$ cat config.mk
export PLATFORM = sky130hd
export DESIGN_NAME = melody_sequencer
export DESIGN_NICKNAME = d
export VERILOG_FILES = /design/src/rtl/melody_sequencer.sv
export SDC_FILE = /design/constraint.sdc
export NUM_CORES = 1
export LEC_CHECK = 0
export BUFFER_PORTS_ARGS = -buffer_cell sky130_fd_sc_hd__buf_2
export CORE_ASPECT_RATIO = 0.75
export CORE_MARGIN = 2
export CORE_UTILIZATION = 60
export DETAILED_ROUTE_END_ITERATION = 16
export GPL_ROUTABILITY_DRIVEN = 0
export PLACE_DENSITY = 0.8
export SYNTH_ARGS = -nofsm -noshare
export SYNTH_HDL_FRONTEND = slang
export SYNTH_SLANG_ARGS = --single-unit
$ cat constraint.sdc
create_clock -name clk -period 3.8 [get_ports clk]
set_input_delay 0.38 -clock clk [delete_from_list [all_inputs] [get_ports clk]]
set_output_delay 0.38 -clock clk [all_outputs]
set_load 0.005 [all_outputs]
$ cat src/rtl/melody_sequencer.sv
// Plays a fixed 16-step melody on the 12-bit freq bus. Each step is a note followed by a silent gap.
// All outputs are registered: a start pulse shows up on the outputs one cycle later, and the block has no backpressure.
module melody_sequencer #(
  parameter int BEAT_DIV   = 25_000_000,
  parameter int GAP_CYCLES = 2_500_000
) (
  input  logic        clk,
  input  logic        rst,
  input  logic        start,
  input  logic        stop,
  input  logic        loop_en,
  output logic [11:0] freq,
  output logic [3:0]  step_idx,
  output logic        busy,
  output logic        done
);

  localparam int CW = $clog2(4 * BEAT_DIV);

  typedef enum logic [1:0] {
    IDLE = 2'd0,
    NOTE = 2'd1,
    GAP  = 2'd2
  } state_t;

  state_t        state, stateNext;
  logic [CW-1:0] cnt, cntNext;
  logic [3:0]    stepNext;
  logic [11:0]   freqNext;
  logic          busyNext, doneNext;
  logic [1:0]    curBeats;
  logic [CW-1:0] stepLast, noteLast;

  function automatic logic [11:0] songHz(input logic [3:0] idx);
    logic [11:0] hz;
    case (idx)
      4'd0:    hz = 12'd262;
      4'd1:    hz = 12'd294;
      4'd2:    hz = 12'd330;
      4'd3:    hz = 12'd349;
      4'd4:    hz = 12'd392;
      4'd5:    hz = 12'd440;
      4'd6:    hz = 12'd494;
      4'd7:    hz = 12'd523;
      4'd8:    hz = 12'd523;
      4'd9:    hz = 12'd494;
      4'd10:   hz = 12'd440;
      4'd11:   hz = 12'd392;
      4'd12:   hz = 12'd349;
      4'd13:   hz = 12'd330;
      4'd14:   hz = 12'd294;
      default: hz = 12'd262;
    endcase
    return hz;
  endfunction

  // Stored as beats-1, so step 15 (4 beats) encodes as 3.
  function automatic logic [1:0] songBeats(input logic [3:0] idx);
    logic [1:0] b;
    case (idx)
      4'd7:    b = 2'd1;
      4'd15:   b = 2'd3;
      default: b = 2'd0;
    endcase
    return b;
  endfunction

  // One counter spans the whole step, note plus gap. Note onsets therefore stay exactly D cycles apart.
  always_comb begin
    curBeats = songBeats(step_idx);
    stepLast = CW'((int'(curBeats) + 1) * BEAT_DIV - 1);
    noteLast = CW'((int'(curBeats) + 1) * BEAT_DIV - GAP_CYCLES - 1);
  end

  always_ff @(posedge clk) begin
    if (rst) begin
      state    <= IDLE;
      cnt      <= '0;
      step_idx <= '0;
      freq     <= '0;
      busy     <= 1'b0;
      done     <= 1'b0;
    end else begin
      state    <= stateNext;
      cnt      <= cntNext;
      step_idx <= stepNext;
      freq     <= freqNext;
      busy     <= busyNext;
      done     <= doneNext;
    end
  end

  always_comb begin
    stateNext = state;
    stepNext  = step_idx;
    cntNext   = cnt;
    doneNext  = 1'b0;

    case (state)
      IDLE: begin
        if (start) begin
          stateNext = NOTE;
          stepNext  = 4'd0;
          cntNext   = '0;
        end
      end
      NOTE: begin
        cntNext = cnt + 1'b1;
        if (cnt == noteLast) begin
          stateNext = GAP;
        end
      end
      GAP: begin
        if (cnt == stepLast) begin
          cntNext = '0;
          if (step_idx != 4'd15) begin
            stateNext = NOTE;
            stepNext  = step_idx + 4'd1;
          end else if (loop_en) begin
            stateNext = NOTE;
            stepNext  = 4'd0;
          end else begin
            stateNext = IDLE;
            stepNext  = 4'd0;
            doneNext  = 1'b1;
          end
        end else begin
          cntNext = cnt + 1'b1;
        end
      end
      default: begin
        stateNext = IDLE;
        stepNext  = 4'd0;
        cntNext   = '0;
      end
    endcase

    // Stop overrides start and sequencing. In IDLE it just holds the idle values.
    if (stop) begin
      stateNext = IDLE;
      stepNext  = 4'd0;
      cntNext   = '0;
      doneNext  = 1'b0;
    end

    freqNext = (stateNext == NOTE) ? songHz(stepNext) : 12'd0;
    busyNext = (stateNext != IDLE);
  end

endmodule

==> impl_metrics.toml <==
[critical_path]
cp-end-kind = "flip-flop"
cpMaxStageDelayCell = "or3_1"
cp.arrival_ns = 3.72
cp_cell_sequence = "ha_2, and3_4, mux2i_1, nor2_1, and4_1, and4_1, or3_1, nand2_2, inv_1, ha_1, inv_1, o32a_1, nor2_1, a2111oi_2"
critPathRequiredTime_ns = 4.00
critical_path_class = "flip-flop to flip-flop"
path_max_fanout = 8
max_stage_delay_ns = 0.46
start_kind = "flip-flop"

[timing]
rsz0062_at_grt = "no"
tns_ns = 0
timing_hold_violations_final = 0
fmax_mhz = 284.0
finalCritPeriodShare = 0.9266
min_period_ns = 3.521
clock_skew_ns = 0.01100
setup_viol = 0
relSlewSlack = 0.3026
report.final.slew_viol_count = 0
tightest_slew_ns = 1.043

[floorplanning]
core_area_um2 = 4872
die_x_um = 86.17
rows = 22
io_pins = 23
die_area_um2 = 5654
fp.dieH_um = 65.62
start_util = 0.6235

[clock_network]
cts_root_buf = "clkbuf_8"
cts_tree = "done"
clk-insertion-delay-late_ns = 0.30
cts_buffers = 5
cts_buffer_depth = 2
hold_buffers = 0
clk_pin_slew_worst_paths_ns = 0.09
cts_sinks = 45
cts-htree-levels = 2

[power_and_ir_drop]
power.leakage_nw = 1.220
power_density_nw_per_um2 = 278.7
peakVddDrop_mv = 0.2192

[cells_and_area]
drive_gt1_frac = 0.1351
area_growth_pct = 7.620
n_antenna_cell = 0
n_fill_cell = 417
final_nets = 428
final_util = 0.6710
layoutNonFillerInstCount = 467

[worst_hold_path]
hp-class = "primary input to flip-flop"

[global_route]
grt-ovfl-total = 0
antenna_found_initial = 0
grt_use_total = 0.2813
grt_pass1_vias = 2506
grt_pass1_wl_mm = 12.45
grt_max_degree = 31

[placement]
dp.cells = 459
dp_hpwl_mm = 5.498
io_buffer_count = 20

[run]
max_cap_viol_count = 0

[routing]
first_iter_violations = 331
drtAntennaViolNets = 0
routed_wirelength_mm = 7.594
drtPass1Iterations = 6
drc = 0
via_count = 2937
wire_per_inst_um = 16.26
viasPerCell = 6.289

[synth]
synth.avg_cell_area_um2 = 7.710
synth_xor_area_frac = 0.02595
synthesis.area_um2 = 3038
synth_compound_area_frac = 0.2451
synth_top_family_by_area = "simple AND/OR/NAND/NOR gates"
ys.flop_type = "dfxtp_1"
synth.distinct_cells = 62
synthAdderAreaFrac = 0.07249
yosys_warnings = 0
synthMuxAreaShare = 0.01030
ys_ff_latch = 45
synth_edf_count = 0
ys_seq_area_frac = 0.2965
netlist_instances = 394
synth_simple_gate_area_frac = 0.2941
async_flop_share = 0

[outcome]
status = "finished clean"
[cells by family (layout without fill, tap and decap cells)]
family / Yosys count / in the layout
compound gates: 114 / 114
xor+xnor: 9 / 9
fa+ha+maj: 17 / 17
buf+inv: 37 / 44
flops: 45 / 45
mux: 3 / 3
other cells: 2 / 8
simple gates: 167 / 167
[flip-flops by register name (all words and copies together) (netlist names)]
name / cells
busy: 1
freq: 10
step_idx: 4
cnt: 27
done: 1
state: 2
[power by group]
| group | leakage, nW | internal (mW) | switching (mW) |
|---|---|---|---|
| Clock | 0.0554 | 0.198 | 0.170 |
| Combinational | 0.802 | 0.0243 | 0.0441 |
| Sequential | 0.363 | 0.474 | 0.00150 |
[worst max-delay path, delay by kind of cell, from the launching register on]
family / cells / cell delay (ns)
multiplexers: 1 / 0.28
adder cells (fa/ha/maj): 2 / 0.50
AO/OA/AOI/OAI: 2 / 0.50
flip-flops: 1 / 0.41
buffers and inverters: 2 / 0.21
AND/OR/NAND/NOR: 7 / 1.50
[through the flow]
stage	hold slack, ns	cell area, um2	total power, mW	worst slack (ns)
4_1_cts	0.2297	3257	0.9103	0.07541
2_1_floorplan	0.4524	3060	0.5356	0.5680
3_5_place_dp	0.5132	3146	0.5496	0.1155
5_1_grt	0.2361	3269	0.9407	0.007687
3_3_place_gp	0.4981	3146	0.5484	0.3168
6_report	0.2301	3269	0.9110	0.2788
[layout by cell type (no fill, tap or decap), types with 3 or more instances in the layout]
master	count
nand3_1	16
o21a_1	3
nor3_2	3
nand2_1	28
a211oi_1	4
a21oi_1	29
conb_1	8
xnor2_1	7
nand2b_1	4
o211ai_1	4
nand3b_1	4
dfxtp_1	45
nor4_1	3
inv_1	13
clkbuf_8	5
nor3b_1	5
and3_1	13
or2_2	6
buf_4	3
o21ai_0	31
or3_1	4
a22oi_1	3
o31ai_1	3
a41oi_1	3
nand4_1	4
a311oi_1	8
ha_1	15
nor3_1	9
nor2_1	43
and2_1	6
a31oi_1	8
nor2b_1	4
buf_2	20
[Yosys cell counts (3+ instances only)]
| master | instances | share of area |
|---|---|---|
| nor2b_1 | 4 | 0.0082 |
| xnor2_1 | 7 | 0.020 |
| a22oi_1 | 3 | 0.0074 |
| a31oi_1 | 8 | 0.016 |
| and2_1 | 6 | 0.012 |
| or2_2 | 6 | 0.012 |
| o31ai_1 | 3 | 0.0074 |
| nand2_1 | 29 | 0.036 |
| nor3_1 | 9 | 0.015 |
| a311oi_1 | 8 | 0.023 |
| or3_1 | 4 | 0.0082 |
| nor2_1 | 43 | 0.053 |
| o21ai_0 | 31 | 0.051 |
| o21a_1 | 3 | 0.0074 |
| nor4_1 | 3 | 0.0062 |
| nand3b_1 | 4 | 0.0099 |
| dfxtp_1 | 45 | 0.30 |
| and3_1 | 13 | 0.027 |
| nor3b_1 | 5 | 0.012 |
| nand3_1 | 16 | 0.026 |
| ha_1 | 16 | 0.066 |
| o211ai_1 | 4 | 0.0099 |
| nand2b_1 | 4 | 0.0082 |
| a21oi_1 | 31 | 0.051 |
| a211oi_1 | 4 | 0.0099 |
| a41oi_1 | 3 | 0.0087 |
| inv_1 | 13 | 0.016 |
| buf_2 | 6 | 0.0099 |
| nor3_2 | 3 | 0.0099 |
| nand4_1 | 4 | 0.0082 |
| clkbuf_1 | 15 | 0.019 |
[routing by layer]
layer	wire length [um]	GRT usage	up-vias
li1	-	-	1442
met1	3913	0.4382	1357
met2	3005	0.3789	128
met3	591	0.06156	10
met4	84	0.08135	0
met5	0	0	-
[worst paths after layout]
| path | start | to | slack [ns] | depth (start not counted) |
|---|---|---|---|---|
| setup reg to reg | step_idx[0]$_SDFF_PP0_ | freq[1]$_SDFF_PP0_ | 0.28 | 14 |
| hold / removal | rst | step_idx[1]$_SDFF_PP0_ | 0.23 | 2 |
| setup / recovery | step_idx[0]$_SDFF_PP0_ | freq[1]$_SDFF_PP0_ | 0.28 | 14 |
| hold reg to reg | cnt[5]$_SDFFE_PP0P_ | cnt[5]$_SDFFE_PP0P_ | 0.52 | 2 |
[area by class of cell]
| cell class | count | area [um2] | area share |
|---|---|---|---|
| Timing Repair Buffer | 23 | 122.6 | 0.03750 |
| Clock inverter | 2 | 38.79 | 0.01186 |
| Sequential cell | 45 | 900.9 | 0.2755 |
| Multi-Input combinational cell | 318 | 2011 | 0.6150 |
| Inverter | 13 | 48.80 | 0.01493 |
| Clock buffer | 6 | 72.57 | 0.02220 |
| Tap cell | 60 | 75.07 | 0.02296 |
[repair_timing]
action | CTS | global route
gates resized for setup | 0 | 4
buffers inserted | 0 | 0
setup endpoints to repair | 0 | 2
(Power assumes the default switching activity.)
